<file path="src/rtl/pulse_stretch.sv">
// pulse_stretch: stretches one-cycle press pulses into HOLD/GAP bursts with a saturating replay queue (option: STRETCH_RETRIGGER_EN)
module pulse_stretch #(
  parameter int HOLD_CYCLES = 8,
  parameter int GAP_CYCLES  = 4,
  parameter int CNT_W       = 16,
  parameter int PEND_W      = 2
) (
  input  logic              clk,
  input  logic              clear,
  input  logic              in_pulse,
  output logic              out_level,
  output logic              busy,
  output logic [PEND_W-1:0] pending,
  output logic              overflow
);
  typedef enum logic [1:0] {IDLE, HOLD, GAP} state_t;
  localparam logic [CNT_W-1:0]  HOLD_LD  = CNT_W'(HOLD_CYCLES - 1);
  localparam logic [CNT_W-1:0]  GAP_LD   = CNT_W'(GAP_CYCLES - 1);
  localparam logic [PEND_W-1:0] PEND_MAX = '1;
  state_t            state_q, state_d;
  logic [CNT_W-1:0]  timer_q, timer_d;
  logic [PEND_W-1:0] pend_q, pend_d;
  logic              ovf_q, ovf_d, out_q, busy_q;
  logic              tz, retrig, inc, dec;
  assign tz = timer_q == '0;
`ifdef STRETCH_RETRIGGER_EN
  assign retrig = in_pulse && state_q == HOLD;
`else
  assign retrig = 1'b0;
`endif
  assign inc = in_pulse && state_q != IDLE && !retrig;
  assign dec = state_q == GAP && tz && (pend_q != '0 || in_pulse);
  // next state, timer reload/countdown and queue bookkeeping
  always_comb begin
    state_d = state_q;
    timer_d = timer_q;
    pend_d  = pend_q;
    ovf_d   = ovf_q;
    case (state_q)
      IDLE: if (in_pulse) begin
        state_d = HOLD;
        timer_d = HOLD_LD;
      end
      HOLD: if (retrig) timer_d = HOLD_LD;
      else if (tz) begin
        state_d = GAP;
        timer_d = GAP_LD;
      end else timer_d = timer_q - 1'b1;
      GAP: if (tz) begin
        state_d = dec ? HOLD : IDLE;
        timer_d = dec ? HOLD_LD : '0;
      end else timer_d = timer_q - 1'b1;
      default: begin
        state_d = IDLE;
        timer_d = '0;
      end
    endcase
    if (inc && !dec) begin
      if (pend_q == PEND_MAX) ovf_d = 1'b1;
      else pend_d = pend_q + 1'b1;
    end else if (dec && !inc) pend_d = pend_q - 1'b1;
  end
  // state and registered outputs, cleared asynchronously
  always_ff @(posedge clk or posedge clear) begin
    if (clear) begin
      state_q <= IDLE;
      timer_q <= '0;
      pend_q  <= '0;
      ovf_q   <= 1'b0;
      out_q   <= 1'b0;
      busy_q  <= 1'b0;
    end else begin
      state_q <= state_d;
      timer_q <= timer_d;
      pend_q  <= pend_d;
      ovf_q   <= ovf_d;
      out_q   <= state_d == HOLD;
      busy_q  <= state_d != IDLE;
    end
  end
  assign out_level = out_q;
  assign busy      = busy_q;
  assign pending   = pend_q;
  assign overflow  = ovf_q;
endmodule

</file>
<file path="config.mk">
export PLATFORM = sky130hd
export DESIGN_NAME = pulse_stretch
export DESIGN_NICKNAME = d
export VERILOG_FILES = /design/src/rtl/pulse_stretch.sv
export SDC_FILE = /design/constraint.sdc
export NUM_CORES = 1
export LEC_CHECK = 0
export CORE_MARGIN = 5
export CORE_UTILIZATION = 50
export DETAILED_ROUTE_END_ITERATION = 8
export GPL_TIMING_DRIVEN = 0
export PLACE_DENSITY_LB_ADDON = 0.12
export SYNTH_ARGS = -nofsm -noshare
export SYNTH_HDL_FRONTEND = slang
export SYNTH_SLANG_ARGS = --single-unit
</file>
<file path="constraint.sdc">
create_clock -name clk -period 2.1 [get_ports clk]
set_input_delay 0.42 -clock clk [delete_from_list [all_inputs] [get_ports clk]]
set_output_delay 0.42 -clock clk [all_outputs]
set_load 0.01 [all_outputs]
</file>
==> impl_metrics.tcl <==
set metrics [dict create \
    fin_worst_skew_ps 1.58 \
    wl_mm 2.91 \
    maxSlewHeadroom 0.421 \
    timing_worst_setup_path_type "reg -> reg" \
    initial_utilization 0.535 \
    synthesis.instances 150 \
    synth.avg_cell_area_sq_um 9.00 \
    grt_overflow_total 0 \
    p_leak_uw 0.000602 \
    worst_ep_arrival_ps 2230 \
    async_flop_share 1.00 \
    report.final.hold_viol_count 0 \
    yosysWarningCount 0 \
    area_growth_syn_to_layout_pct 14.9 \
    result_of_the_run "completed" \
    globalplace.congestion 0.786 \
    cts_root_buf "sky130_fd_sc_hd__clkbuf_4" \
    vdd_drop_max_uv 426 \
    synth_cell_types 40 \
    drt_drc_violations_left 0 \
    cp_top_family "simple AND/OR/NAND/NOR gates" \
    post_synth_main_area_contributors "sky130_fd_sc_hd__dfrtp_1, sky130_fd_sc_hd__a31oi_1, sky130_fd_sc_hd__a21oi_1" \
    minimum_clock_period_after_layout_ps 2020 \
    num_rows 18 \
    htree_num_levels 1 \
    path_buf_inv 0 \
    hold_class "reg -> reg" \
    detail_route.first_pass.iterations 4 \
    timing.critical_path.required_ps 2310 \
    fp.dieH_um 62.0 \
    fmax_mhz 495 \
    cts.sink_count 23 \
    master_of_the_slowest_instance_on_the_critical_path "sky130_fd_sc_hd__dfrtp_1" \
    initial_antenna_violation_count 0 \
    postSynthNetCount 155 \
    boundaryPins 8 \
    slew_violations 0 \
    worst_setup_path_end_kind "register" \
    cts_buffer_depth 2 \
    critPathMaxFanout 6 \
    post_route_setup_slack_ps 81.6 \
    tightestPinTransition_ps 867 \
    post-layout-total-power_uw 851 \
    pwr_density_cell_nw_per_um2 549 \
    clock_insertion_delay_worst_skew_ps 310 \
    first_global_vias 1104 \
    postRouteAntennaNets 0 \
    wire_length_of_the_first_global_routing_pass_mm 5.01 \
    drt_first_iter_violations 48 \
    place.port_buffers 7 \
    critical-path-max-stage-delay_ps 480 \
    vias_per_cell 6.12 \
    synth.yosys.seq_area_share 0.426 \
    routedWlPerCell_um 14.9 \
    number_of_buffers_created_by_cts 3 \
    grt_max_degree 24 \
    critical_path.cell_chain "nor4_4, nand4_2, a21o_1, mux2_2, a221o_1" \
    number_of_flops_mapped_to_enable_cells_by_yosys 0 \
    cts_tree "built" \
    die_area_sq_um 3840 \
    ys_seq_elements 23 \
    cap_viol_max_count 0 \
    period_share 0.961 \
    setup.worst_path.start_class "register" \
    worst_setup_hold_path_clk_slew_ps 130 \
    synthesis.area_sq_um 1350 \
    drive_above_1_share 0.139 \
    synthDominantCellAreaShare 0.426 \
    netlist.top_cell.by_area "sky130_fd_sc_hd__dfrtp_1" \
    hpwl_mm 1.98 \
    total_number_of_vias 1194 \
    predominant_post_synthesis_flop_cell "sky130_fd_sc_hd__dfrtp_1" \
    groute.usage.overall 0.175 \
    synthMostInstantiatedCell "sky130_fd_sc_hd__dfrtp_1" \
    fp.coreArea_sq_um 2520 \
    die_w_um 62.0 \
    diodes 0 \
    synth_commonest_cells "sky130_fd_sc_hd__dfrtp_1, sky130_fd_sc_hd__nor2_1, sky130_fd_sc_hd__nand2_1, sky130_fd_sc_hd__a21oi_1, sky130_fd_sc_hd__o21ai_0" \
    dp_slack_ps -182 \
    nNetsFinal 171 \
    finalSetupViolations 0 \
]
-- through the flow --
stage	util	cells	cell area (sq um)	TNS, ps	hold slack, ps
floorplan	-	150	1350	0	422
global placement	0.578	187	1460	-635	456
detailed placement	0.578	187	1460	-801	463
CTS	0.596	192	1500	0	492
global route	0.615	195	1550	-2.35	522
finish	0.615	195	1550	0	486
-- cell families (layout without fill, tap and decap cells) --
family          after synthesis  count (layout)  share of synthesized area
buf+inv                      14              29                     0.0399
xor+xnor                      1               1                    0.00649
fa+ha+maj                     2               2                     0.0185
flops                        23              23                      0.426
compound gates               54              54                      0.257
simple gates                 54              54                      0.235
mux                           2               2                     0.0167
-- registers in the layout (all words and copies together), names as in the netlist --
register   cells
timer_q       16
out_level      1
pending        2
overflow       1
state_q        2
busy           1
-- path summary, 6_finish.rpt --
| path | slack [ps] | start | cells after the start | endpoint |
|---|---|---|---|---|
| setup / recovery | 80 | timer_q[3]$_DFFE_PP0P_ | 5 | pending[0]$_DFFE_PP0P_ |
| hold / removal | 490 | overflow$_DFFE_PP0P_ | 1 | overflow$_DFFE_PP0P_ |
| setup reg to reg | 80 | timer_q[3]$_DFFE_PP0P_ | 5 | pending[0]$_DFFE_PP0P_ |
| hold reg to reg | 490 | overflow$_DFFE_PP0P_ | 1 | overflow$_DFFE_PP0P_ |
| max in group asynchronous | 1010 | clear | 2 | out_level$_DFF_PP0_ |
| min in group asynchronous | 570 | clear | 2 | overflow$_DFFE_PP0P_ |
-- area by class of cell --
class                   instances  area [sq um]
repair buffers                 12           108
clock buffers                   4          26.3
fillers                       220           971
inverters                       6          22.5
flip-flops and latches         23           576
well taps                      30          37.5
plain buffers                   7          28.8
multi-input cells             113           753
-- power breakdown --
group	total, uW	switching (uW)	internal, uW
Sequential	526	52.1	474
Combinational	114	48.1	66.2
Clock	211	137	74.3
Total	851	237	614
-- layout by cell type (no fill, tap or decap), types with 2 or more instances in the layout --
cell                              synthesis  final
sky130_fd_sc_hd__clkbuf_1                 7      6
sky130_fd_sc_hd__a31oi_1                 10     10
sky130_fd_sc_hd__nor3_1                   6      5
sky130_fd_sc_hd__nand3b_1                 2      2
sky130_fd_sc_hd__buf_4                    0      5
sky130_fd_sc_hd__nor2_1                  14     14
sky130_fd_sc_hd__dfrtp_1                 23     23
sky130_fd_sc_hd__a21oi_1                 12     12
sky130_fd_sc_hd__a21o_1                   5      5
sky130_fd_sc_hd__a221oi_1                 2      2
sky130_fd_sc_hd__and2_1                   2      2
sky130_fd_sc_hd__o211ai_1                 2      2
sky130_fd_sc_hd__mux2_2                   2      2
sky130_fd_sc_hd__clkbuf_4                 0      3
sky130_fd_sc_hd__clkdlybuf4s50_1          0      7
sky130_fd_sc_hd__inv_2                    0      2
sky130_fd_sc_hd__or3_1                    5      5
sky130_fd_sc_hd__nor4_4                   2      2
sky130_fd_sc_hd__buf_2                    1      2
sky130_fd_sc_hd__and4_1                   2      2
sky130_fd_sc_hd__nand2_1                 13     13
sky130_fd_sc_hd__o21ai_0                 12     11
sky130_fd_sc_hd__inv_1                    6      4
-- what timing repair did --
| action | CTS | global route |
|---|---|---|
| buffers inserted | 1 | 4 |
| hold buffers | 0 | 0 |
| resized for setup | 3 | 7 |
| pin swaps | 1 | 4 |
| endpoints found under the setup margin | 3 | 11 |
-- routing by layer --
metal  track usage  wire length (um)  vias up
met2         0.294              1400       15
met1         0.223              1400      582
li1              -                 -      593
met5             0                 0        -
met3        0.0310                61        4
met4        0.0667                39        0
(Power assumes the default switching activity.)
